**src/rtl/inst_axi_rd_bridge_pkg.sv**
```systemverilog
// Shared AXI read constants, size encodings and AR channel types for the instruction bridge.
package inst_axi_rd_bridge_pkg;

  localparam int unsigned ADDR_W = 32;
  localparam int unsigned DATA_W = 32;
  localparam int unsigned ID_W   = 4;
  localparam int unsigned CNT_W  = 2;

  // AXI encodings
  localparam logic [1:0] BURST_INCR   = 2'b01;
  localparam logic [1:0] RESP_OKAY    = 2'b00;
  localparam logic [7:0] ARLEN_SINGLE = 8'd0;

  // sram-like size encodings (log2 bytes)
  localparam logic [1:0] SIZE_BYTE = 2'd0;
  localparam logic [1:0] SIZE_HALF = 2'd1;
  localparam logic [1:0] SIZE_WORD = 2'd2;

  typedef enum logic {
    AR_IDLE = 1'b0,
    AR_BUSY = 1'b1
  } ar_state_e;

  // Latched AR payload
  typedef struct packed {
    logic [ADDR_W-1:0] addr;
    logic [2:0]        size;
  } ar_req_t;

endpackage

```
**src/rtl/inst_axi_rd_bridge.sv**
```systemverilog
// Instruction fetch bridge: sram-like fetch requests to single-beat AXI4 reads, in-order returns.
module inst_axi_rd_bridge
  import inst_axi_rd_bridge_pkg::*;
#(
  parameter int unsigned     MAX_OUTSTANDING = 2,
  parameter logic [ID_W-1:0] ARID            = 4'd0
) (
  input  logic              clk,
  input  logic              resetn,
  // sram-like fetch side
  input  logic              inst_sram_req,
  input  logic              inst_sram_wr,
  input  logic [1:0]        inst_sram_size,
  input  logic [3:0]        inst_sram_wstrb,
  input  logic [ADDR_W-1:0] inst_sram_addr,
  input  logic [DATA_W-1:0] inst_sram_wdata,
  output logic              inst_sram_addr_ok,
  output logic              inst_sram_data_ok,
  output logic [DATA_W-1:0] inst_sram_rdata,
  output logic              fetch_err,
  output logic              wr_req_err,
  // AXI AR channel
  output logic [ID_W-1:0]   arid,
  output logic [ADDR_W-1:0] araddr,
  output logic [7:0]        arlen,
  output logic [2:0]        arsize,
  output logic [1:0]        arburst,
  output logic [1:0]        arlock,
  output logic [3:0]        arcache,
  output logic [2:0]        arprot,
  output logic              arvalid,
  input  logic              arready,
  // AXI R channel
  input  logic [ID_W-1:0]   rid,
  input  logic [DATA_W-1:0] rdata,
  input  logic [1:0]        rresp,
  input  logic              rlast,
  input  logic              rvalid,
  output logic              rready
);

  localparam logic [CNT_W-1:0] MAX_CNT = CNT_W'(MAX_OUTSTANDING);

  ar_state_e        state_q, state_d;
  ar_req_t          ar_q, ar_d;
  logic             arvalid_q, arvalid_d;
  logic [CNT_W-1:0] cnt_q, cnt_d;
  logic             wr_req_err_q, wr_req_err_d;

  logic accept_c;
  logic rd_done_c;
  logic rready_c;

  // Write-side fetch inputs, rid and rlast carry no meaning for single-beat in-order reads
  logic unused_inputs;
  assign unused_inputs = ^{inst_sram_wstrb, inst_sram_wdata, rid, rlast};

  // Handshake qualifiers; acceptance uses the registered count so a same-cycle return cannot free a slot
  always_comb begin
    rready_c  = (cnt_q != '0);
    rd_done_c = rvalid & rready_c;
    accept_c  = (state_q == AR_IDLE) & inst_sram_req & ~inst_sram_wr & (cnt_q < MAX_CNT);
  end

  // Next-state logic: AR FSM, outstanding counter and sticky write-request error
  always_comb begin
    state_d      = state_q;
    ar_d         = ar_q;
    arvalid_d    = arvalid_q;
    cnt_d        = cnt_q;
    wr_req_err_d = wr_req_err_q | (inst_sram_req & inst_sram_wr);

    case (state_q)
      AR_IDLE: begin
        if (accept_c) begin
          ar_d.addr = inst_sram_addr;
          ar_d.size = {1'b0, inst_sram_size};
          arvalid_d = 1'b1;
          state_d   = AR_BUSY;
        end
      end
      AR_BUSY: begin
        if (arready) begin
          arvalid_d = 1'b0;
          state_d   = AR_IDLE;
        end
      end
    endcase

    case ({accept_c, rd_done_c})
      2'b10:   cnt_d = cnt_q + CNT_W'(1);
      2'b01:   cnt_d = cnt_q - CNT_W'(1);
      default: cnt_d = cnt_q;
    endcase
  end

  // State registers, cleared asynchronously
  always_ff @(posedge clk or negedge resetn) begin
    if (!resetn) begin
      state_q      <= AR_IDLE;
      ar_q         <= '0;
      arvalid_q    <= 1'b0;
      cnt_q        <= '0;
      wr_req_err_q <= 1'b0;
    end else begin
      state_q      <= state_d;
      ar_q         <= ar_d;
      arvalid_q    <= arvalid_d;
      cnt_q        <= cnt_d;
      wr_req_err_q <= wr_req_err_d;
    end
  end

  assign inst_sram_addr_ok = accept_c;
  assign inst_sram_data_ok = rd_done_c;
  assign inst_sram_rdata   = rdata;
  assign fetch_err         = rd_done_c & (rresp != RESP_OKAY);
  assign wr_req_err        = wr_req_err_q;
  assign rready            = rready_c;

  assign arid    = ARID;
  assign araddr  = ar_q.addr;
  assign arlen   = ARLEN_SINGLE;
  assign arsize  = ar_q.size;
  assign arburst = BURST_INCR;
  assign arlock  = 2'b00;
  assign arcache = 4'b0000;
  assign arprot  = 3'b000;
  assign arvalid = arvalid_q;

endmodule

```
**config.mk**
```make
export PLATFORM = sky130hd
export DESIGN_NAME = inst_axi_rd_bridge
export DESIGN_NICKNAME = d
export VERILOG_FILES = /design/src/rtl/inst_axi_rd_bridge_pkg.sv /design/src/rtl/inst_axi_rd_bridge.sv
export SDC_FILE = /design/constraint.sdc
export NUM_CORES = 1
export LEC_CHECK = 0
export ABC_CLOCK_PERIOD_IN_PS = 2800
export BUFFER_PORTS_ARGS = -buffer_cell sky130_fd_sc_hd__buf_4
export CAP_MARGIN = 20
export CORE_MARGIN = 2
export CORE_UTILIZATION = 30
export DETAILED_ROUTE_END_ITERATION = 8
export HOLD_SLACK_MARGIN = 0.02
export PLACE_DENSITY = 0.69
export SYNTH_ARGS = -nofsm -noshare
export SYNTH_HDL_FRONTEND = slang
export SYNTH_SLANG_ARGS = --single-unit
```
**constraint.sdc**
```tcl
create_clock -name clk -period 2.8 [get_ports clk]
set_input_delay 0.56 -clock clk [delete_from_list [all_inputs] [get_ports clk]]
set_output_delay 0.56 -clock clk [all_outputs]
set_load 0.01 [all_outputs]
```
==> results by group <==
Synth
  – Syn avg cell area: 13.9 um^2
  – Synth area leaders: dfrtp_1, buf_4, mux2_4
  – Syn Inst Count: 150
  – Netlist cell types: 21
  – Top FF cell, synth: dfrtp_1
  – Yosys warns: 0
  – Post-synth EDFFs: 0
  – Cell taking the most area after synthesis: dfrtp_1
  – Syn Std Cell Area: 2090 um^2
  – Post-synth ARST share: 1.00
  – Most common library cells after synthesis: buf_4, dfrtp_1, mux2_4
  – Seq/Total Area, Yosys: 0.468
  – Synth Register Bits: 39
  – Share of the synthesized area in the top cell type: 0.468
  – Top-count cell post-synth: buf_4

Timing
  – Max Slew Vio Count: 0
  – Final Cycle Share: 0.717
  – Clock skew: 0.00241 ns
  – RSZ-0062 raised after global routing: no
  – TNS Setup: 0 ns
  – Final Hold Viols: 0
  – Final WS setup: 0.792 ns
  – Fmax: 498 MHz
  – Minimum clock period: 2.01 ns
  – # setup viols final: 0

Setup path
  – Nature of the critical path startpoint: flop
  – WS Path Type: flop to output port
  – Delay-heaviest family, CP: buffers and inverters
  – CP peak stage delay: 0.41 ns
  – Worst EP arrival: 1.45 ns
  – Critical path, cell by cell: nor2_2 -> nand3b_4 -> inv_8 -> buf_4
  – CP endpoint kind: output port
  – Critical-path maximum fanout: 36
  – CP max-delay cell: dfrtp_1
  – WP buf/inv: 2
  – Critical Path RT: 2.24 ns

Final layout
  – Final Cell Area: 2480 um^2
  – Share of layout cells above drive strength 1: 0.632
  – Area delta synth->final: 19.1%
  – Net total in the final layout: 317
  – Antenna Cells: 0
  – Filler cells: 662

Floorplan
  – Die area: 7640 um^2
  – # IOs: 211
  – Die Span Y: 87.4 um
  – Starting Density: 0.309
  – Rows: 30
  – Core region area: 6760 um^2
  – Die width: 87.4 um

Routing
  – Vias: 1146
  – Routed len/inst: 12.5 um
  – DR vias/cell: 4.08
  – Residual DRC: 0
  – DRT Wirelength: 3510 um
  – DRT antenna net count: 0
  – Met3 Routed Length: 344 um
  – WL met1: 1450 um
  – TritonRoute pass-1 iters: 2
  – Top Metal Used: met4
  – DR iter-0 viols: 25
  – Met2 WL: 1680 um

Clock network
  – Hold_buf cts: 0
  – H-Tree Depth: 2
  – CTS clock-pin slew for the worst setup and hold paths: 0.07 ns
  – TritonCTS Buffers: 5
  – Setup bufs post-CTS: 0
  – Clock root cell: clkbuf_8
  – CTS tree: yes
  – Post-cts resize count: 0
  – Max clock buf depth: 2
  – Clk sinks: 39
  – Latest clock arrival within the worst-skew pair: 0.28 ns

Placement
  – Pre-CTS setup slack: 0.780 ns
  – DP Area: 2400 um^2
  – Post-detail-place hpwl: 2530 um
  – PortBufs: 81
  – Final GP Congestion: 0.703

Global routing
  – Vias in the first global route: 1137
  – Grt total ovfl: 0
  – Initial antenna violation count: 0
  – First-pass GRT wire length: 5370 um
  – GRT Resource Usage Total: 0.0917
  – Largest net degree at the start of global routing: 40

Worst hold path
  – Hold Crit Class: primary input to asynchronous set/reset pin

Power and ir drop
  – Power density over the cells: 1020 nW/um^2
  – Worst VDD drop: 320 uV
  – Static Leak: 1.27 nW

Status
  – Status: finished clean

Flow run
  – Max cap viols: 0
layout make-up:
type	count	area (um^2)	share of cell area
clock buffer	6	82.6	0.0332
timing repair buffer	81	608	0.245
tap	80	100	0.0403
multi-input combinational	72	697	0.281
sequential	39	976	0.393
clock inverter	1	5.00	0.00202
inverter	2	15.0	0.00605
path summary, 6_finish.rpt:
kind | slack (ns) | end | depth (start not counted) | startpoint
setup / recovery | 0.79 | inst_sram_addr_ok | 4 | cnt_q[1]
setup reg to reg | 1.19 | cnt_q[1] | 5 | cnt_q[0]
max in group asynchronous | 2.23 | araddr[5] | 1 | resetn
hold / removal | 0.24 | araddr[2] | 1 | resetn
min in group clk | 0.46 | arvalid | 1 | state_q
hold reg to reg | 0.46 | arvalid | 1 | state_q
per-stage QoR:
step | power [mW] | utilization | cells | hold WS (ns)
finish | 2.54 | 0.368 | 281 | 0.239
global route | 2.72 | 0.368 | 281 | 0.271
CTS | 2.60 | 0.368 | 281 | 0.248
detailed placement | 2.19 | 0.355 | 274 | 0.454
global placement | 2.17 | 0.355 | 274 | 0.449
floorplan | 1.73 | - | 172 | 0.264
sequential cells by signal (all words and copies together), names as in the netlist:
name        count
arsize          2
state_q         1
cnt_q           2
wr_req_err      1
araddr         32
arvalid         1
placed cells by master (no fill, tap or decap), drive strengths merged:
master	count
buf	81
dfrtp	39
mux2	34
conb	24
clkbuf	6
xnor2	2
nor2	2
inv	2
a21o	2
nand3b	1
or2	1
and2	1
o21a	1
a21oi	1
o2bb2ai	1
xor2	1
ha	1
clkinv	1
routing by layer:
layer,track usage,up-vias
met5,0,-
met4,0.0406,0
met2,0.143,71
li1,-,511
met1,0.112,556
met3,0.0360,8
cells by family after synthesis:
logic type,count (synthesis),synth area share
DFF,39,0.468
xor gates and xnor gates,3,0.0126
other,2,0.00360
and+or+nand+nor,5,0.0204
adders and majority gates,1,0.00600
AOI/OAI and AO/OA,5,0.0180
muxes,34,0.234
buffers and inverters,61,0.238
report_power, final:
group | switching [mW] | leakage [nW] | internal (mW)
Sequential | 0.159 | 0.458 | 0.841
Combinational | 0.423 | 0.763 | 0.742
Clock | 0.186 | 0.0470 | 0.193
Note: power is estimated with default switching activity, not from simulation.
